===== src/rtl/load_align_unit.sv =====
// load_align_unit: load-side alignment unit.
// Takes a byte address plus a RISC-V load funct3 and issues word-aligned
// reads to data memory. A halfword or word that straddles a word boundary
// is fetched with two reads. The addressed byte, halfword or word is then
// extracted, sign- or zero-extended, and returned as a one-cycle response.
// Only one request is in flight at any time.

module load_align_unit #(
  parameter int WIDTH = 32
) (
  input  logic             clk,
  input  logic             rst,
  input  logic             req_valid,
  output logic             req_ready,
  input  logic [WIDTH-1:0] addr,
  input  logic [2:0]       funct3,
  output logic             mem_rd_en,
  output logic [WIDTH-1:0] mem_addr,
  input  logic [WIDTH-1:0] mem_rdata,
  input  logic             mem_rvalid,
  output logic             resp_valid,
  output logic [WIDTH-1:0] resp_data,
  output logic             resp_err
);

  // Control states.
  localparam logic [1:0] IDLE = 2'b00;
  localparam logic [1:0] RD0  = 2'b01;
  localparam logic [1:0] RD1  = 2'b10;
  localparam logic [1:0] DONE = 2'b11;

  // Increment between the first and second word of a split access.
  localparam logic [WIDTH-1:0] WORD_STEP = {{(WIDTH-3){1'b0}}, 3'b100};

  logic [1:0]       state_r;
  logic [1:0]       state_nxt_s;
  logic [1:0]       offset_r;
  logic [2:0]       funct3_r;
  logic [WIDTH-1:0] word0_r;
  logic [WIDTH-1:0] word1_r;

  logic             accept_s;
  logic             beat_s;
  logic             split_s;
  logic             legal_s;
  logic             enter_done_s;
  logic [WIDTH-1:0] word_lo_s;
  logic [WIDTH-1:0] word_hi_s;
  logic [WIDTH-1:0] result_s;

  // funct3 values that name a supported load.
  function automatic logic is_legal(input logic [2:0] f3);
    logic ok;
    case (f3)
      3'b000, 3'b001, 3'b010, 3'b100, 3'b101: ok = 1'b1;
      default:                                ok = 1'b0;
    endcase
    return ok;
  endfunction

  // A load needs a second word when its bytes run past byte 3 of the first.
  function automatic logic is_split(input logic [2:0] f3, input logic [1:0] off);
    logic sp;
    case (f3)
      3'b001, 3'b101: sp = (off == 2'b11);
      3'b010:         sp = (off != 2'b00);
      default:        sp = 1'b0;
    endcase
    return sp;
  endfunction

  // Shift the two-word window down to the addressed byte, then extend.
  function automatic logic [WIDTH-1:0] load_extend(
    input logic [2:0]       f3,
    input logic [1:0]       off,
    input logic [WIDTH-1:0] lo,
    input logic [WIDTH-1:0] hi
  );
    logic [2*WIDTH-1:0] pair;
    logic [WIDTH-1:0]   d;
    logic [WIDTH-1:0]   res;
    pair = {hi, lo} >> {off, 3'b000};
    d    = pair[WIDTH-1:0];
    case (f3)
      3'b000:  res = {{(WIDTH-8){d[7]}}, d[7:0]};
      3'b100:  res = {{(WIDTH-8){1'b0}}, d[7:0]};
      3'b001:  res = {{(WIDTH-16){d[15]}}, d[15:0]};
      3'b101:  res = {{(WIDTH-16){1'b0}}, d[15:0]};
      3'b010:  res = d;
      default: res = {WIDTH{1'b0}};
    endcase
    return res;
  endfunction

  // The unit only takes a new request while idle.
  always_comb begin
    req_ready = (state_r == IDLE);
  end

  // Handshake qualifiers. A read beat is never taken in the strobe cycle,
  // so data for the strobe just issued cannot be confused with older data.
  always_comb begin
    accept_s = req_valid && (state_r == IDLE);
    beat_s   = mem_rvalid && !mem_rd_en;
    legal_s  = is_legal(funct3);
    split_s  = is_split(funct3_r, offset_r);
  end

  // Next-state logic.
  always_comb begin
    state_nxt_s = state_r;
    case (state_r)
      IDLE: begin
        if (req_valid) begin
          if (legal_s) begin
            state_nxt_s = RD0;
          end else begin
            state_nxt_s = DONE;
          end
        end else begin
          state_nxt_s = IDLE;
        end
      end
      RD0: begin
        if (beat_s) begin
          if (split_s) begin
            state_nxt_s = RD1;
          end else begin
            state_nxt_s = DONE;
          end
        end else begin
          state_nxt_s = RD0;
        end
      end
      RD1: begin
        if (beat_s) begin
          state_nxt_s = DONE;
        end else begin
          state_nxt_s = RD1;
        end
      end
      DONE:    state_nxt_s = IDLE;
      default: state_nxt_s = IDLE;
    endcase
  end

  // Select the word pair feeding the extractor: the arriving beat fills in
  // whichever word is still missing, so the result is ready on entry to DONE.
  always_comb begin
    word_lo_s = word0_r;
    word_hi_s = word1_r;
    if (state_r == RD0) begin
      word_lo_s = mem_rdata;
      word_hi_s = {WIDTH{1'b0}};
    end else if (state_r == RD1) begin
      word_lo_s = word0_r;
      word_hi_s = mem_rdata;
    end else begin
      word_lo_s = word0_r;
      word_hi_s = word1_r;
    end
    result_s     = load_extend(funct3_r, offset_r, word_lo_s, word_hi_s);
    enter_done_s = (state_nxt_s == DONE) && (state_r != DONE);
  end

  // State register.
  always_ff @(posedge clk or posedge rst) begin
    if (rst) begin
      state_r <= IDLE;
    end else begin
      state_r <= state_nxt_s;
    end
  end

  // Latch the byte offset and load type of the accepted request.
  always_ff @(posedge clk or posedge rst) begin
    if (rst) begin
      offset_r <= 2'b00;
      funct3_r <= 3'b000;
    end else if (accept_s) begin
      offset_r <= addr[1:0];
      funct3_r <= funct3;
    end else begin
      offset_r <= offset_r;
      funct3_r <= funct3_r;
    end
  end

  // Memory read strobe and word address; the strobe is a single-cycle pulse
  // and the address is held afterwards so the second beat can step from it.
  always_ff @(posedge clk or posedge rst) begin
    if (rst) begin
      mem_rd_en <= 1'b0;
      mem_addr  <= {WIDTH{1'b0}};
    end else if (accept_s && legal_s) begin
      mem_rd_en <= 1'b1;
      mem_addr  <= {addr[WIDTH-1:2], 2'b00};
    end else if ((state_r == RD0) && beat_s && split_s) begin
      mem_rd_en <= 1'b1;
      mem_addr  <= mem_addr + WORD_STEP;
    end else begin
      mem_rd_en <= 1'b0;
      mem_addr  <= mem_addr;
    end
  end

  // Capture the returned words; word1 is cleared per request so a
  // non-split access never sees a stale upper word.
  always_ff @(posedge clk or posedge rst) begin
    if (rst) begin
      word0_r <= {WIDTH{1'b0}};
      word1_r <= {WIDTH{1'b0}};
    end else if (accept_s) begin
      word0_r <= word0_r;
      word1_r <= {WIDTH{1'b0}};
    end else if ((state_r == RD0) && beat_s) begin
      word0_r <= mem_rdata;
      word1_r <= word1_r;
    end else if ((state_r == RD1) && beat_s) begin
      word0_r <= word0_r;
      word1_r <= mem_rdata;
    end else begin
      word0_r <= word0_r;
      word1_r <= word1_r;
    end
  end

  // Response: pulse resp_valid on entry to DONE and update data/error there;
  // data and error are held between responses.
  always_ff @(posedge clk or posedge rst) begin
    if (rst) begin
      resp_valid <= 1'b0;
      resp_data  <= {WIDTH{1'b0}};
      resp_err   <= 1'b0;
    end else if (enter_done_s && (state_r == IDLE)) begin
      resp_valid <= 1'b1;
      resp_data  <= {WIDTH{1'b0}};
      resp_err   <= 1'b1;
    end else if (enter_done_s) begin
      resp_valid <= 1'b1;
      resp_data  <= result_s;
      resp_err   <= 1'b0;
    end else begin
      resp_valid <= 1'b0;
      resp_data  <= resp_data;
      resp_err   <= resp_err;
    end
  end

endmodule


===== config.mk =====
export PLATFORM = sky130hd
export DESIGN_NAME = load_align_unit
export DESIGN_NICKNAME = d
export VERILOG_FILES = /design/src/rtl/load_align_unit.sv
export SDC_FILE = /design/constraint.sdc
export NUM_CORES = 1
export LEC_CHECK = 0
export CAP_MARGIN = 40
export CORE_MARGIN = 2
export CORE_UTILIZATION = 35
export CTS_CLUSTER_DIAMETER = 150
export DETAILED_ROUTE_END_ITERATION = 10
export GPL_ROUTABILITY_DRIVEN = 0
export GPL_TIMING_DRIVEN = 0
export PLACE_DENSITY = 0.55
export RECOVER_POWER = 50
export SLEW_MARGIN = 20
export SYNTH_ARGS = -nofsm -noshare
export SYNTH_HDL_FRONTEND = slang
export SYNTH_SLANG_ARGS = --single-unit

===== constraint.sdc =====
create_clock -name clk -period 8.92 [get_ports clk]
set_input_delay 1.338 -clock clk [delete_from_list [all_inputs] [get_ports clk]]
set_output_delay 1.338 -clock clk [all_outputs]
set_load 0.005 [all_outputs]

==> out/metrics.yaml, run 1 <==
power.density_nw_per_um2: 371
yosys-top-cells-area: "dfrtp_1 (42%), nand2_1 (8.3%), mux2_2 (5.5%)"
yosys_warnings: 0
worstSetupEndpoint: "req_ready"
root_buffer: "clkbuf_16"
dpl_worst_slack_ps: 4860
ys_types: 59
routed_wl_um: 25400
grt_pass1_wl_um: 38600
dp_hpwl_um: 18800
syn_area_sq_um: 7610
syn_avg_cell_area_sq_um: 9.82
tightestPinTransition_ps: 3020
cts_tree: "done"
crit_type: "register to primary output"
synth.top_cell.area_share: 0.421
critPathSlowestCell: "clkdlybuf4s50_1"
syn_inst: 775
via_per_inst: 5.58
start_util: 0.360
worstSetupEndpointType: "primary output"
fin_nets: 1005
synth_edf_count: 0
route.detailed.drc: 0
peakVddDrop_v: 0.000129
syn_to_final_growth_pct: 31.0
path_clk_slew_ps: 70
grtUsageTotal: 0.226
yosys_register_bits: 128
holdWs_ps: 477
ys.flop_type: "dfrtp_1"
drt-initial-drc-count: 453
slew_violations: 64
dr.pass1.iters: 5
final_layout_size_suffix_gt1_frac: 0.137
postLayoutCellArea_sq_um: 9960
status: "finished with violations"
seq_area_frac_synth: 0.421
die_area_sq_um: 22900
placed_area_sq_um: 9360
place_inst: 1189
grt_pass1_vias: 6661
relSlewSlack: -1.03
startpoint: "state_r[0]"
setup_viol: 0
n_fill_cell: 2036
yosys-top-cells-count: "nand2_1 (168), dfrtp_1 (128), mux2_2 (37)"
cts_num_sinks: 128
cts_buffers: 17
core_sq_um: 21200
r2r_start: "state_r[1]"
vias: 6819
p_leak_nw: 4.20
antenna_found_initial: 2
cp.required_ps: 7580
cp_data_arrival_time_ps: 2740
ctsHoldBuffers: 0
fmax_mhz: 245
cpPeakStageDelay_ps: 620
insertion_delay_ps: 430
worstPathCellList: "buf_2 > nor2_1 > clkbuf_1 > clkdlybuf4s50_1"
hold_violations: 0
port-buffer-count: 136
fin_tns_setup_ps: 0
hold_class: "register to register"
rsz0062_at_grt: "no"
fp.dieW_um: 151
skew_ps: 14.1
fin_util: 0.471
synth.most_common_cell: "nand2_1"
io_pins: 139
cap_violations: 1
ant_nets: 0
wire_per_inst_um: 20.7
die_y_um: 151
worstRegToRegCells: 7
path_max_fanout: 10
rows: 53
finalWorstSetupSlack_ps: 4840
start_kind: "register"
post_cts.repair.setup_buffers: 0
cts_resized: 0
synth.largest_area_cell: "dfrtp_1"
htree_levels: 4
grt_start_max_net_pins: 66
instances_no_fill: 1223
fin_crit_ps: 4080
violations: "capacitance limit, slew limit"
globalRouteOverflowTotal: 0
cts_buffer_depth: 2
ff2ff_setup_slack_ps: 5960
total_power_mw: 3.70
worstReg2RegEnd: "mem_addr[27]"
post-route-period-util: 0.458
async_flop_share: 1.00
## registers in the layout, indices dropped and copies added, names as in the netlist
signal and cells:
word0_r 32, mem_addr 30, resp_valid 1, resp_err 1
resp_data 32, funct3_r 3, mem_rd_en 1, state_r 2
offset_r 2, word1_r 24
## report_power, final
| part | leakage, nW | internal [mW] | total (mW) | switching, mW |
|---|---|---|---|---|
| Sequential | 1.63 | 0.843 | 1.07 | 0.231 |
| Clock | 0.294 | 0.446 | 0.735 | 0.289 |
| Combinational | 2.28 | 0.878 | 1.89 | 1.01 |
## layout make-up
cell class              count  area [sq um]  area share
clock buffers              19           433      0.0435
multi-input cells         569          4060       0.408
flip-flops and latches    128          3200       0.321
inverters                  16          61.3     0.00615
clock inverters            13           176      0.0177
well taps                 275           344      0.0345
diodes                      2          5.00    0.000502
plain buffers              63           285      0.0286
repair buffers            138          1390       0.140
## worst max-delay path, delay by kind of cell, from the launching register on
kind	cells	cell delay, ps
buffers and inverters	3	1360
DFF	1	350
and+or+nand+nor	1	610
## layer usage
layer,vias up,wire [um],GRT usage
met5,-,0,0
met2,239,12300,0.380
met3,36,1560,0.0572
met4,0,471,0.0565
li1,3209,-,-
met1,3335,11000,0.291
## cells in the final DEF (no fill, tap or decap), types with 14 or more instances in the layout
master	instances
dfrtp_1	128
mux4_2	15
o21ai_0	24
nand2_1	168
mux2i_1	28
clkbuf_1	39
xnor2_1	18
a22oi_1	17
clkdlybuf4s50_1	109
a22o_1	32
nor2_1	14
nand3_1	32
mux2_2	37
dlygate4sd3_1	27
clkbuf_16	17
a32oi_1	21
buf_2	16
## cells by family (layout without fill, tap and decap cells)
group	Yosys count	in the layout	synth area share
compound gates	194	194	0.208
fa+ha+maj	1	1	0.00164
other cells	1	4	0.000493
flops	128	128	0.421
simple gates	273	273	0.165
xor+xnor	18	18	0.0207
buf+inv	79	249	0.0456
mux	81	81	0.138
## worst min-delay path by stage
stage,from,to,cells after the start
after global routing,word0_r[25],word0_r[25],2
after global placement,word0_r[4],word0_r[4],2
after floorplan,word0_r[0],word0_r[0],2
after CTS,word0_r[1],word0_r[1],2
final,word0_r[0],word0_r[0],2
after detailed placement,word0_r[29],word0_r[29],2
(Power assumes the default switching activity.)
==> inputs of run 2 (changes only) <==
Settings changed: PLACE_DENSITY 0.55 to 0.57.
Clock period 8.92 ns to 3.5 ns, I/O delays scaled along.
==> out/metrics.yaml, run 2 (synthesized netlist as in run 1, its figures left out) <==
status: "finished with violations"  # unchanged
violations: "capacitance limit, slew limit"  # unchanged
wire_per_inst_um: 20.7  # about the same
place_inst: 1192  # was 1,189
io_pins: 139  # unchanged
ff2ff_setup_slack_ps: 660  # was 5960 ps
globalRouteOverflowTotal: 0  # unchanged
die_y_um: 151  # unchanged
cts_num_sinks: 128  # unchanged
relSlewSlack: -0.175  # was -1.03
n_antenna_cell: 0  # was 2
final_common_cell: "nand2_1"  # unchanged
insertion_delay_ps: 430  # about the same
hold_path_depth: 2  # unchanged
hold_class: "register to register"  # unchanged
fin_tns_setup_ps: 0  # unchanged
tightestPinTransition_ps: 1760  # was 3020 ps
cts_resized: 0  # unchanged
dp_hpwl_um: 19100  # was 18,800 um
grt_pass1_wl_um: 39400  # was 38,600 um
grtUsageTotal: 0.230  # was 0.226
grt_pass1_vias: 6808  # was 6,661
via_per_inst: 5.63  # was 5.58
drt-initial-drc-count: 499  # was 453
rsz0062_at_grt: "no"  # unchanged
n_fill_cell: 2051  # was 2,036
cp_data_arrival_time_ps: 3260  # was 2740 ps
cts_tree: "done"  # unchanged
setup_viol: 0  # unchanged
worstRegToRegCells: 8  # was 7
skew_ps: 8.20  # was 14.1 ps
root_buffer: "clkbuf_16"  # unchanged
worstSetupEndpointType: "register"  # was primary output
worstReg2RegEnd: "resp_data[26]"  # was mem_addr[27]
hold_violations: 0  # unchanged
slew_violations: 61  # was 64
die_area_sq_um: 22900  # unchanged
dr.pass1.iters: 6  # was 5
instances_no_fill: 1224  # was 1,223
min_to: "word0_r[4]"  # was word0_r[0]
layout_common_cells: "nand2_1 (168), dfrtp_1 (128), clkdlybuf4s50_1 (107)"  # was nand2_1 (168), dfrtp_1 (128), clkdlybuf4s50_1 (109)
post_cts.repair.setup_buffers: 0  # unchanged
p_leak_nw: 4.20  # about the same
final_layout_size_suffix_gt1_frac: 0.139  # was 0.137
path_max_fanout: 10  # unchanged
top_regs: "resp_data (32), word0_r (32), mem_addr (30)"  # unchanged
power.density_nw_per_um2: 941  # was 371 nW/um^2
r2r_start: "offset_r[0]"  # was state_r[1]
hold_path.startpoint: "word0_r[4]"  # was word0_r[0]
cp.required_ps: 3840  # was 7580 ps
vias: 6888  # was 6,819
fp.dieW_um: 151  # unchanged
routed_wl_um: 25400  # about the same
fin_nets: 1009  # was 1,005
rows: 53  # unchanged
htree_levels: 4  # unchanged
cap_violations: 2  # was 1
cts_buffer_depth: 2  # unchanged
syn_to_final_growth_pct: 30.8  # was 31.0%
ant_nets: 0  # unchanged
peakVddDrop_v: 0.000369  # was 0.000129 V
core_sq_um: 21200  # unchanged
fmax_mhz: 343
route.detailed.drc: 0  # unchanged
grt_start_max_net_pins: 33  # was 66
cts_buffers: 17  # unchanged
path_clk_slew_ps: 60  # was 70 ps
ctsHoldBuffers: 0  # unchanged
fin_crit_ps: 2920
port-buffer-count: 136  # unchanged
start_util: 0.360  # unchanged
start_kind: "input port"  # was register
crit_type: "input port to register"  # was register to primary output
antenna_found_initial: 2  # unchanged
post-route-period-util: 0.834
fin_util: 0.470  # was 0.471
[run 2: cell count changes in the layout (fill, tap and decap cells not counted), moves of 2 or more]
cell and delta:
clkdlybuf4s50_1 -2, clkinv_2 +4, clkinvlp_4 +2, diode_2 -2, dlygate4sd3_1 +2, inv_6 -4
[run 2: worst max-delay path by stage]
stage	from	endpoint	slack, ps	cells after the start
floorplan	mem_rvalid	mem_addr[22]	1200	6
global placement	rst	resp_data[16]	40	2
detailed placement	req_valid	mem_addr[5]	200	8
CTS	state_r[1]	req_ready	120	4
global route	rst	resp_data[9]	320	3
finish	req_valid	mem_addr[5]	580	8
[run 2: worst max-delay path: stages]
cell	delay (ps)
dlygate4sd3_1	620
or3b_2	460
clkbuf_1	210
nor2_1	240
clkbuf_1	440
clkbuf_1	510
nand2_1	140
o21ai_0	110
[run 2: area by class of cell]
| class | count | area, sq um | share of cell area |
|---|---|---|---|
| plain buffers | 63 | 287 | 0.0288 |
| flip-flops and latches | 128 | 3200 | 0.322 |
| clock buffers | 17 | 425 | 0.0428 |
| repair buffers | 142 | 1410 | 0.141 |
| well taps | 275 | 344 | 0.0346 |
| inverters | 16 | 61.3 | 0.00616 |
| multi-input cells | 569 | 4060 | 0.408 |
| clock inverters | 14 | 168 | 0.0169 |
[run 2: power breakdown]
group          internal, mW  switching (mW)
clock network          1.11           0.708
registers              2.15           0.580
logic                  2.24            2.58
[run 2: metal layers]
metal / GRT usage / vias to the layer above / share of wire
met4: 0.0790 / 2 / 0.023
met5: 0 / - / 0.00051
met1: 0.299 / 3392 / 0.44
li1: - / 3206 / -
met3: 0.0572 / 35 / 0.068
met2: 0.375 / 253 / 0.47
[run 2: per-stage QoR]
| stage | hold slack, ps | area [sq um] | worst slack, ps | power (mW) |
|---|---|---|---|---|
| 4_1_cts | 482 | 10000 | 116 | 9.44 |
| 5_1_grt | 498 | 9950 | 323 | 9.98 |
| 6_report | 481 | 9950 | 581 | 9.37 |
| 3_5_place_dp | 467 | 9410 | 203 | 7.57 |
| 3_3_place_gp | 456 | 9320 | 37.5 | 7.53 |
| 2_1_floorplan | 440 | 7610 | 1200 | 5.70 |
